## src/rtl/root_port_unit.sv

```systemverilog
// Root-node local port: round-robin tx arbitration onto the router with credit
// flow control, read-response FIFO on the rx side, and upstream credit return.
module root_port_unit #(
    parameter int unsigned NUM_SRC       = 2,
    parameter int unsigned WIDTH         = 64,
    parameter int unsigned TYPE_W        = 2,
    parameter int unsigned RD_TYPE       = 2,
    parameter int unsigned RD_WIDTH      = 32,
    parameter int unsigned CREDIT_DEPTH  = 4,
    parameter int unsigned RD_FIFO_DEPTH = 4
) (
    input  logic                       clk,
    input  logic                       rst_n,
    input  logic [NUM_SRC-1:0]         src_tx_en,
    input  logic [NUM_SRC*WIDTH-1:0]   src_tx_data,
    output logic [NUM_SRC-1:0]         src_tx_rdy,
    output logic                       router_rdy,
    output logic                       out_data_valid,
    output logic [WIDTH-1:0]           out_data,
    input  logic                       downstream_credit,
    input  logic                       in_data_valid,
    input  logic [WIDTH-1:0]           in_data,
    output logic                       upstream_credit,
    output logic                       read_data_vld,
    input  logic                       read_data_rdy,
    output logic [RD_WIDTH-1:0]        read_data,
    output logic                       rd_overflow
);

    localparam int unsigned PTR_W  = (NUM_SRC > 1) ? $clog2(NUM_SRC) : 1;
    localparam int unsigned CRD_W  = $clog2(CREDIT_DEPTH + 1);
    localparam int unsigned FA_W   = (RD_FIFO_DEPTH > 1) ? $clog2(RD_FIFO_DEPTH) : 1;
    localparam int unsigned FC_W   = $clog2(RD_FIFO_DEPTH + 1);
    // Owed credits stay bounded by FIFO occupancy plus in-flight returns.
    localparam int unsigned PEND_W = $clog2(RD_FIFO_DEPTH + CREDIT_DEPTH + 2) + 1;

    logic [CRD_W-1:0]    credit_cnt;
    logic [PTR_W-1:0]    rr_ptr;
    logic [PTR_W-1:0]    grant_idx;
    logic [PTR_W-1:0]    cand;
    logic                accept;

    logic [RD_WIDTH-1:0] mem [RD_FIFO_DEPTH];
    logic [FA_W-1:0]     wr_ptr;
    logic [FA_W-1:0]     rd_ptr;
    logic [FC_W-1:0]     fifo_cnt;
    logic                is_rd;
    logic                fifo_full;
    logic                pop;
    logic                push;
    logic                drop;
    logic                rx_other;

    logic [PEND_W-1:0]   pend_cnt;
    logic [PEND_W-1:0]   pend_sum;
    logic                emit;

    function automatic logic [FA_W-1:0] ptr_inc(input logic [FA_W-1:0] p);
        return (p == FA_W'(RD_FIFO_DEPTH - 1)) ? '0 : p + FA_W'(1);
    endfunction

    // Round-robin grant: first requester at or after rr_ptr, only with credit.
    always_comb begin
        src_tx_rdy = '0;
        grant_idx  = '0;
        accept     = 1'b0;
        cand       = '0;
        if (credit_cnt != '0) begin
            for (int unsigned k = 0; k < NUM_SRC; k++) begin
                cand = PTR_W'((32'(rr_ptr) + k) % NUM_SRC);
                if (!accept && src_tx_en[cand]) begin
                    accept    = 1'b1;
                    grant_idx = cand;
                end
            end
        end
        if (accept) begin
            src_tx_rdy[grant_idx] = 1'b1;
        end
    end

    assign router_rdy = (credit_cnt != '0);

    always_ff @(posedge clk or negedge rst_n) begin
        if (!rst_n) begin
            out_data_valid <= 1'b0;
            out_data       <= '0;
            rr_ptr         <= '0;
        end else begin
            out_data_valid <= accept;
            if (accept) begin
                out_data <= src_tx_data[32'(grant_idx)*WIDTH +: WIDTH];
                rr_ptr   <= PTR_W'((32'(grant_idx) + 1) % NUM_SRC);
            end
        end
    end

    // Coincident accept and return cancel; a return at full credit is ignored.
    always_ff @(posedge clk or negedge rst_n) begin
        if (!rst_n) begin
            credit_cnt <= CRD_W'(CREDIT_DEPTH);
        end else if (accept && !downstream_credit) begin
            credit_cnt <= credit_cnt - CRD_W'(1);
        end else if (!accept && downstream_credit &&
                     credit_cnt != CRD_W'(CREDIT_DEPTH)) begin
            credit_cnt <= credit_cnt + CRD_W'(1);
        end
    end

    credit_overflow_chk: assert property (@(posedge clk) disable iff (!rst_n)
        !(downstream_credit && !accept && credit_cnt == CRD_W'(CREDIT_DEPTH)))
        else $error("downstream credit returned while credit count is full");

    assign is_rd         = in_data_valid && (in_data[WIDTH-1 -: TYPE_W] == TYPE_W'(RD_TYPE));
    assign read_data_vld = (fifo_cnt != '0);
    assign pop           = read_data_vld && read_data_rdy;
    assign fifo_full     = (fifo_cnt == FC_W'(RD_FIFO_DEPTH));
    assign push          = is_rd && (!fifo_full || pop);
    assign drop          = is_rd && fifo_full && !pop;
    assign rx_other      = in_data_valid && !is_rd;
    assign read_data     = mem[rd_ptr];

    // First-word fall-through read FIFO; head is always visible on read_data.
    always_ff @(posedge clk or negedge rst_n) begin
        if (!rst_n) begin
            for (int unsigned i = 0; i < RD_FIFO_DEPTH; i++) begin
                mem[i] <= '0;
            end
            wr_ptr      <= '0;
            rd_ptr      <= '0;
            fifo_cnt    <= '0;
            rd_overflow <= 1'b0;
        end else begin
            if (push) begin
                mem[wr_ptr] <= in_data[RD_WIDTH-1:0];
                wr_ptr      <= ptr_inc(wr_ptr);
            end
            if (pop) begin
                rd_ptr <= ptr_inc(rd_ptr);
            end
            if (push && !pop) begin
                fifo_cnt <= fifo_cnt + FC_W'(1);
            end else if (pop && !push) begin
                fifo_cnt <= fifo_cnt - FC_W'(1);
            end
            if (drop) begin
                rd_overflow <= 1'b1;
            end
        end
    end

    // Credits due this cycle join the owed pool; one pulse leaves per cycle.
    always_comb begin
        pend_sum = pend_cnt + PEND_W'(rx_other) + PEND_W'(pop) + PEND_W'(drop);
        emit     = (pend_sum != '0);
    end

    always_ff @(posedge clk or negedge rst_n) begin
        if (!rst_n) begin
            pend_cnt        <= '0;
            upstream_credit <= 1'b0;
        end else begin
            pend_cnt        <= pend_sum - PEND_W'(emit);
            upstream_credit <= emit;
        end
    end

    generate
        if (WIDTH - TYPE_W > RD_WIDTH) begin : g_unused
            logic unused_bits;
            assign unused_bits = ^in_data[WIDTH-TYPE_W-1:RD_WIDTH];
        end
    endgenerate

endmodule
```

## config.mk

```make
export PLATFORM = sky130hd
export DESIGN_NAME = root_port_unit
export DESIGN_NICKNAME = d
export VERILOG_FILES = /design/src/rtl/root_port_unit.sv
export SDC_FILE = /design/constraint.sdc
export NUM_CORES = 1
export LEC_CHECK = 0
export BUFFER_PORTS_ARGS = -buffer_cell sky130_fd_sc_hd__buf_4
export CORE_MARGIN = 5
export CORE_UTILIZATION = 57
export CTS_BUF_LIST = sky130_fd_sc_hd__clkbuf_4
export CTS_CLUSTER_SIZE = 30
export DETAILED_ROUTE_END_ITERATION = 7
export GPL_TIMING_DRIVEN = 0
export PLACE_DENSITY = 0.88
export RECOVER_POWER = 100
export SLEW_MARGIN = 20
export SYNTH_ARGS = -nofsm -noshare
export SYNTH_HDL_FRONTEND = slang
export SYNTH_SLANG_ARGS = --single-unit
```

## constraint.sdc

```tcl
create_clock -name clk -period 6.5 [get_ports clk]
set_input_delay 0.975 -clock clk [delete_from_list [all_inputs] [get_ports clk]]
set_output_delay 0.975 -clock clk [all_outputs]
set_load 0.03 [all_outputs]
```

# Word-level counts from Yosys, hierarchy flattened
# Index checks and enable logic that the tools add are counted.
# word_totals
out_inout_bits	103
wordCells	94
ff_bits	211
input_bits	199
# op_classes
addsub	12
n_reduce_logical	27
n_eq_ne	5
magnitude_cmp	7
n_mux	26
bitwise	2
shifts	1
# ops
cell	n
128-bit bitwise mux	1
128-bit by 8-bit indexed part select with 64-bit output	1
32-bit two-way mux	3
32-bit binary-select mux with 2-bit select	1
32-bit demux with 2-bit select	1
5-bit by 1-bit adder with 5-bit output	3
1-bit logical AND	14
1-bit two-way mux	12
3-bit two-way mux	4
1-bit zero test	7
3-bit by 1-bit adder with 3-bit output, second input constant	2
2-bit == test, second input constant	3
3-bit greater-or-equal comparator, second input constant	2
1-bit by 2-bit < comparator with 1-bit output, second input constant	3
2-bit two-way mux	3
2-bit inverter with 3-bit output	2
3-bit nonzero test	2
3-bit by 1-bit subtractor with 3-bit output, second input constant	2
5-bit nonzero test	1
5-bit by 1-bit subtractor with 5-bit output	1
2-bit by 1-bit adder with 2-bit output, second input constant	2
2-bit nonzero test	2
3-bit == test, second input constant	1
3-bit by 1-bit < comparator with 1-bit output, second input constant	1
5 further kinds	6

# Logic depth before layout (Yosys ltp)
# Gate-level depths: netlist of the first run.
# depth
word_depth	13
depth_mapped	14
ltp_nobuf	14

# Worst setup path before layout of the first run
# Ideal clock, no wire load.
# synth_path
path_type	input to register
from	input port in_data[62]
to	register pend_cnt[4]
required_time_ns	6.369
path_buffers	0
path_stages	13
path_slack_ns	2.691
setup_time_ns	0.131
t_arrival_ns	3.678
cell_sequence	nand3b_1 > o21ai_0 > ha_1 > ha_1 > fa_1 > nand2_1 > nor4_1 > o311ai_0 > ha_1 > ha_1 > mux2i_1 > o21ai_0 > xor2_1
# synth_between
elab_chain_cells	9
word_cells_on_any_way	11
classes_between	add/sub (4); eq/ne (1); reduce/logical (6)
# synth_rtl
element	line_no	rtl
start, declared	22	input logic [WIDTH-1:0] in_data,
2-bit == test (*)	114	assign is_rd = in_data_valid && (in_data[WIDTH-1 -: TYPE_W] == TYPE_W'(RD_TYPE));
1-bit logical AND (*)	114	
1-bit zero test	120	assign rx_other = in_data_valid && !is_rd;
1-bit logical AND	120	
5-bit by 1-bit adder with 5-bit output (2 in series)	154	pend_sum = pend_cnt + PEND_W'(rx_other) + PEND_W'(pop) + PEND_W'(drop);
5-bit by 1-bit adder with 5-bit output (*)	154	
5-bit nonzero test (*)	155	emit = (pend_sum != '0);
net emit	56	logic emit;
5-bit by 1-bit subtractor with 5-bit output (*)	163	pend_cnt <= pend_sum - PEND_W'(emit);
end signal, assigned	163	
end, declared	54	logic [PEND_W-1:0] pend_cnt;
# Mark *: on every way through the listed nets, which the timed path passes. The rest lies on a longest branch.
# A chain may end at the register's enable or synchronous reset.

# Worst setup path after layout of the first run
# layout_path
from	register fifo_cnt[2]
to	register pend_cnt[4]
# layout_between
elab_chain_cells	7
word_cells_on_any_way	10
classes_between	add/sub (3); eq/ne (1); reduce/logical (6)
# layout_rtl
element	line_no	rtl
start, declared	46	logic [FC_W-1:0] fifo_cnt;
start signal, assigned	142	fifo_cnt <= fifo_cnt + FC_W'(1);
start signal, assigned	144	fifo_cnt <= fifo_cnt - FC_W'(1);
branches (longest 4 deep; another with 5-bit by 1-bit adder with 5-bit output)	n/a	
5-bit by 1-bit adder with 5-bit output (*)	154	
5-bit nonzero test (*)	155	
net emit	56	
5-bit by 1-bit subtractor with 5-bit output (*)	163	
# Mark *: on every way through the listed nets, which the timed path passes.

==> impl_metrics.tcl, run 1 <==
set metrics [dict create \
    outcome "complete, but fails checks" \
    failed_checks "capacitance limit, slew limit" \
    syn_nets 860 \
    clk_pin_slew_worst_paths_ns 0.07 \
    powerDensity_nw_per_um2 553 \
    ioPinCount 302 \
    seq_area_frac_synth_pct 55.3 \
    postLayoutCellArea_um2 12000 \
    viasPerCell 5.72 \
    final_util_pct 72.8 \
    drt_iter0_drc 363 \
    cp-end-kind "flip-flop" \
    die-area_um2 19400 \
    dp.cells 1140 \
    synth-seq-cells 211 \
    cts_made_buffers 55 \
    cp.required_ns 7.01 \
    slew_headroom_pct -63.8 \
    grt-ovfl-total 0 \
    synth_area_leaders "dfrtp_1 (55%), mux2_2 (14%), mux4_2 (7.5%)" \
    firstDrtPassIters 5 \
    cts_buffer_depth 3 \
    ant_nets 0 \
    r2r-start "fifo_cnt[2]" \
    synth.cell_area_um2 9550 \
    grt_start_max_net_pins 103 \
    clock_latency_ns 0.65 \
    post-route-period-util_pct 62.9 \
    cap_violations 1 \
    cts_max_level 2 \
    startpoint "fifo_cnt[2]" \
    cts_setup_buffers 0 \
    first_global_vias 7582 \
    syn_avg_cell_area_um2 14.8 \
    post_cts_resize_count 0 \
    min_period_ns 4.09 \
    core-area_um2 16500 \
    yosysTopAreaCellShare_pct 55.0 \
    worstSetupStartpointType "flip-flop" \
    synth_cell_types 45 \
    finalMaxSlewViolations 103 \
    vias 7085 \
    fp.dieH_um 139 \
    grt_pass1_wl_um 40900 \
    worstMarginPinSlew_ns 2.46 \
    rsz0062_at_grt "no" \
    totalWireLength_um 25900 \
    max_freq_mhz 245 \
    die_w_um 139 \
    finalHoldViolCount 0 \
    cts_root_buf "clkbuf_4" \
    synth_top_cells_by_count "dfrtp_1 (210), mux2_2 (119), a21o_1 (67)" \
    drc_errors 0 \
    irDropWorstVdd_uv 362 \
    cpMaxStageDelayCell "fa_1" \
    final_cells 1238 \
    wire_per_inst_um 20.9 \
    crit_top_cell "ha_1" \
    max_stage_delay_ns 0.50 \
    leakagePower_nw 5.77 \
    portBuffers 271 \
    yosys_most_used_dff "dfrtp_1" \
    synth_most_common_cell "dfrtp_1" \
    num_rows 47 \
    synth_warnings 0 \
    yosysTopAreaCell "dfrtp_1" \
    dpl-instance-area_um2 11900 \
    start_util_pct 57.8 \
    async_reset_ff_share_pct 100 \
    area_growth_pct 25.9 \
    tns_ns 0 \
    drive_above_1_share_pct 40.3 \
    synth_edf_count 0 \
    setup_viol 0 \
    cts.sinks 211 \
    cts_tree "built" \
    cp.arrival_ns 4.60 \
    worstHoldStart "mem[108]" \
    cts_hold_buf 0 \
    grt.total_usage_pct 26.6 \
    fin_worst_skew_ns 0.0293 \
    dpl.hpwl_um 19000 \
    hold_path.class "flip-flop to flip-flop" \
    routabilityCongestion 0.893 \
    antenna_found_initial 1 \
    finish.net_count 1190 \
    crit_type "flip-flop to flip-flop" \
    syn_inst 647 \
    cp_max_fo 6 \
    crit_chain "or3_1, nand2_1, o21ai_0, ha_1, ha_1, fa_1, nand2_1, nor4_1, o311ai_0, ha_1, ha_1, mux2i_1, o21ai_0, xor2_1" \
]
## power breakdown
group | leakage [nW] | total, mW | internal (mW) | switching [mW]
logic | 2.82 | 3.22 | 1.31 | 1.91
registers | 2.56 | 2.37 | 1.98 | 0.385
clock network | 0.388 | 1.06 | 0.534 | 0.527
## critical path, delay by kind of cell, from the launching register on
kind	cells	cell delay, ns
adders and majority gates	5	1.56
and+or+nand+nor	4	0.89
AOI/OAI and AO/OA	3	0.74
DFF	1	0.43
muxes	1	0.20
xor gates and xnor gates	1	0.15
## layout by cell type, fill, tap and decap left out, types with 2 or more instances in the layout
cell	count
or3_1	2
nor4_1	2
xor2_1	5
a21o_1	67
dfrtp_1	210
buf_4	167
clkbuf_4	75
o311ai_0	3
and2_0	4
buf_6	6
clkbuf_1	142
xnor2_1	3
clkinv_1	17
mux2_2	119
clkinv_2	3
a31oi_1	2
nand2_1	9
fa_1	3
nand2b_1	3
nor2_1	6
nor3_1	4
o21ai_0	9
mux2_1	11
a22o_1	64
a21oi_1	2
diode_2	2
ha_1	11
inv_1	15
mux4_2	32
buf_2	3
## layout make-up
class                           instances  area [µm²]
Antenna cell                            2        5.00
Clock buffer                           75         563
Multi-Input combinational cell        374        3860
Tap cell                              220         275
Inverter                               15        56.3
Fill cell                            1209        4500
Timing Repair Buffer                  273        1680
Buffer                                 47         225
Sequential cell                       211        5280
Clock inverter                         21        82.6
## sequential cells by signal, summed over array words and instances, names as in the netlist
signal	flops
upstream_credit	1
credit_cnt	3
pend_cnt	5
rr_ptr	1
rd_overflow	1
fifo_cnt	3
rd_ptr	2
out_data	64
out_data_valid	1
mem	128
wr_ptr	2
## kinds of logic (layout without fill, tap and decap cells)
logic type                 Yosys count  count (layout)  share of synthesized area [%]
adders and majority gates           14              14                           2.07
buffers and inverters               62             431                           4.07
other                                0               2                              0
AOI/OAI and AO/OA                  155             155                           12.9
muxes                              163             163                           23.0
DFF                                211             211                           55.3
and+or+nand+nor                     34              34                           1.94
xor gates and xnor gates             8               8                          0.734
## layer usage
| metal | routed length [µm] | GRT usage, % |
|---|---|---|
| met4 | 978 | 10.9 |
| met1 | 10200 | 33.2 |
| met5 | 0 | 0 |
| met2 | 12800 | 43.6 |
| met3 | 2000 | 7.96 |
## path summary, 6_finish.rpt
| path | end | slack [ns] | depth (start not counted) |
|---|---|---|---|
| min in group asynchronous | out_data[53] | 0.65 | 1 |
| worst max-delay path | pend_cnt[4] | 2.41 | 14 |
| worst min register to register | mem[108] | 0.49 | 1 |
| worst max register to register | pend_cnt[4] | 2.41 | 14 |
| max in group asynchronous | mem[85] | 2.74 | 2 |
| worst min-delay path | mem[108] | 0.49 | 1 |
## per-stage QoR
step | hold slack (ns) | power, mW | setup WS, ns
finish | 0.490 | 6.65 | 2.41
global route | 0.479 | 7.06 | 1.98
CTS | 0.116 | 7.10 | 2.43
detailed placement | 0.463 | 6.00 | 2.22
global placement | 0.456 | 5.84 | 2.27
floorplan | 0.441 | 4.73 | 2.69
Power figures use the tool's default switching activity.
==> run 2: changes to the inputs <==
CORE_UTILIZATION = 48   (was 57)
PLACE_DENSITY = 0.79   (was 0.88)
clock period = 3.4 ns   (was 6.5 ns; I/O delays follow)
==> impl_metrics.tcl, run 2 (synthesis gave the netlist of run 1 again) <==
set metrics [dict create \
    largest_register_ffs 128 \
    slew_headroom_pct 2.20 \
    startpoint "fifo_cnt[1]" \
    power_frac_clock_pct 15.8 \
    grt_start_max_net_pins 97 \
    critical_path_buf_inv_count 0 \
    endpoint "pend_cnt[4]" \
    fin_worst_skew_ns 0.0578 \
    seqCellArea_um2 5280 \
    routabilityCongestion 0.870 \
    worstMarginPinSlew_ns 1.47 \
    grt-ovfl-total 0 \
    max_freq_mhz 298 \
    core-area_um2 19500 \
    antenna_found_initial 3 \
    hold_path.class "input pin to flip-flop" \
    crit_cells 14 \
    cpMaxStageDelayCell "fa_2" \
    reg2reg_depth 14 \
    grt_pass1_wl_um 42100 \
    finish.net_count 1246 \
    drt-met1-wl_um 10800 \
    dpl.hpwl_um 18800 \
    vias 7182 \
    r2r-start "fifo_cnt[1]" \
    drc_errors 0 \
    grt.total_usage_pct 23.9 \
    multi_input_area_um2 3960 \
    cts_max_level 2 \
    start_util_pct 48.9 \
    power.total_mw 13.5 \
    dpl-instance-area_um2 12000 \
    viasPerCell 5.36 \
    cap_violations 0 \
    cp_max_fo 3 \
    wire_per_inst_um 20.4 \
    die-area_um2 22800 \
    num_rows 51 \
    top_layer "met4" \
    clk_pin_slew_worst_paths_ns 0.07 \
    irDropWorstVdd_uv 606 \
    max_stage_delay_ns 0.41 \
    totalWireLength_um 27300 \
    r2r_slack_ns 0.05 \
    ant_nets 0 \
    postLayoutCellArea_um2 12900 \
    intPower_mw 7.92 \
    cp.arrival_ns 3.87 \
    fp.dieH_um 151 \
    reg2reg_to "pend_cnt[4]" \
    crit_top_cell "ha_4" \
    hold_depth 2 \
    cts_root_buf "clkbuf_4" \
    portBuffers 271 \
    cts_made_buffers 55 \
    top_regs "mem (128), out_data (64), pend_cnt (5)" \
    drive_above_1_share_pct 45.2 \
    ioPinCount 302 \
    pwr-share-seq_pct 33.3 \
    cts.sinks 211 \
    first_global_vias 7870 \
    met3_length_um 2080 \
    critPathTopFamily "adder cells" \
    worstSetupStartpointType "flip-flop" \
    firstDrtPassIters 6 \
    post-route-period-util_pct 98.6 \
    cp-end-kind "flip-flop" \
    crit_chain "or3_4, nand2_4, o21ai_2, ha_1, ha_4, fa_2, nand2_2, nor3_1, o311ai_2, ha_2, ha_4, mux2i_1, o21ai_1, xor2_1" \
    drt_iter0_drc 246 \
    outcome "finished, final reports clean" \
    cts_buffer_depth 3 \
    die_w_um 151 \
    cp.required_ns 3.92 \
    crit_type "flip-flop to flip-flop" \
    min_period_ns 3.35 \
    fill_cells 1544 \
    top_register "mem" \
    wl_met2_um 13400 \
    comb_power_share_pct 51.0 \
    cts_tree "built" \
    sw_frac_of_total_pct 41.2 \
    p_switching_mw 5.54 \
    final_common_cell "buf_4" \
    powerDensity_nw_per_um2 1050 \
    clock_latency_ns 0.68 \
    area_growth_pct 34.7 \
    setup_viol 0 \
    finalHoldViolCount 0 \
    layout_common_cells "buf_4 (217), dfrtp_1 (209), mux2_2 (119)" \
    leakagePower_nw 6.19 \
    finalMaxSlewViolations 0 \
]
run 2: repair_timing:
item	in CTS	in global routing
hold endpoints to repair	80	0
setup endpoints to repair	3	3
pin swaps	6	9
resized for setup	5	9
hold buffers	40	0
buffers inserted	10	6
run 2: power by group through the flow:
| stage | Sequential [mW] | Clock [mW] | Combinational, mW |
|---|---|---|---|
| 2_1_floorplan | 5.15 | 0 | 3.93 |
| 3_3_place_gp | 4.46 | 0 | 6.80 |
| 3_5_place_dp | 4.53 | 0 | 6.95 |
| 4_1_cts | 4.48 | 2.20 | 7.14 |
| 5_1_grt | 4.64 | 2.33 | 7.33 |
| 6_report | 4.48 | 2.12 | 6.86 |
run 2: per-layer routing:
layer,track usage (%),up-vias
li1,-,3219
met5,0,-
met3,7.63,71
met2,39.3,272
met1,29.4,3620
met4,9.88,0
run 2: worst min path at each step:
stage                         start            end  slack [ns]
finish              src_tx_data[53]   out_data[53]        0.07
global route        src_tx_data[53]   out_data[53]        0.03
CTS                 src_tx_data[53]   out_data[53]       0.003
detailed placement            rst_n   out_data[61]        0.36
global placement             rr_ptr         rr_ptr        0.45
floorplan                     rst_n  credit_cnt[0]        0.21
run 2: cell type report:
cell class / instances / area share, %
Buffer: 47 / 1.80
Inverter: 15 / 0.438
Timing Repair Buffer: 329 / 18.1
Multi-Input combinational cell: 374 / 30.7
Sequential cell: 211 / 41.1
Clock inverter: 13 / 0.438
Antenna cell: 3 / 0.0583
Tap cell: 265 / 2.58
Clock buffer: 82 / 4.78
run 2: per-stage QoR:
stage | cells | utilization [%] | TNS, ns | setup slack [ns] | hold WS (ns)
floorplan | 647 | - | 0 | 0.00451 | 0.214
global placement | 1183 | 61.2 | -0.483 | -0.247 | 0.451
detailed placement | 1185 | 61.5 | -0.475 | -0.250 | 0.360
CTS | 1330 | 67.4 | 0 | 0.000484 | 0.00330
global route | 1339 | 65.9 | -0.245 | -0.126 | 0.0277
finish | 1339 | 65.9 | 0 | 0.0468 | 0.0727
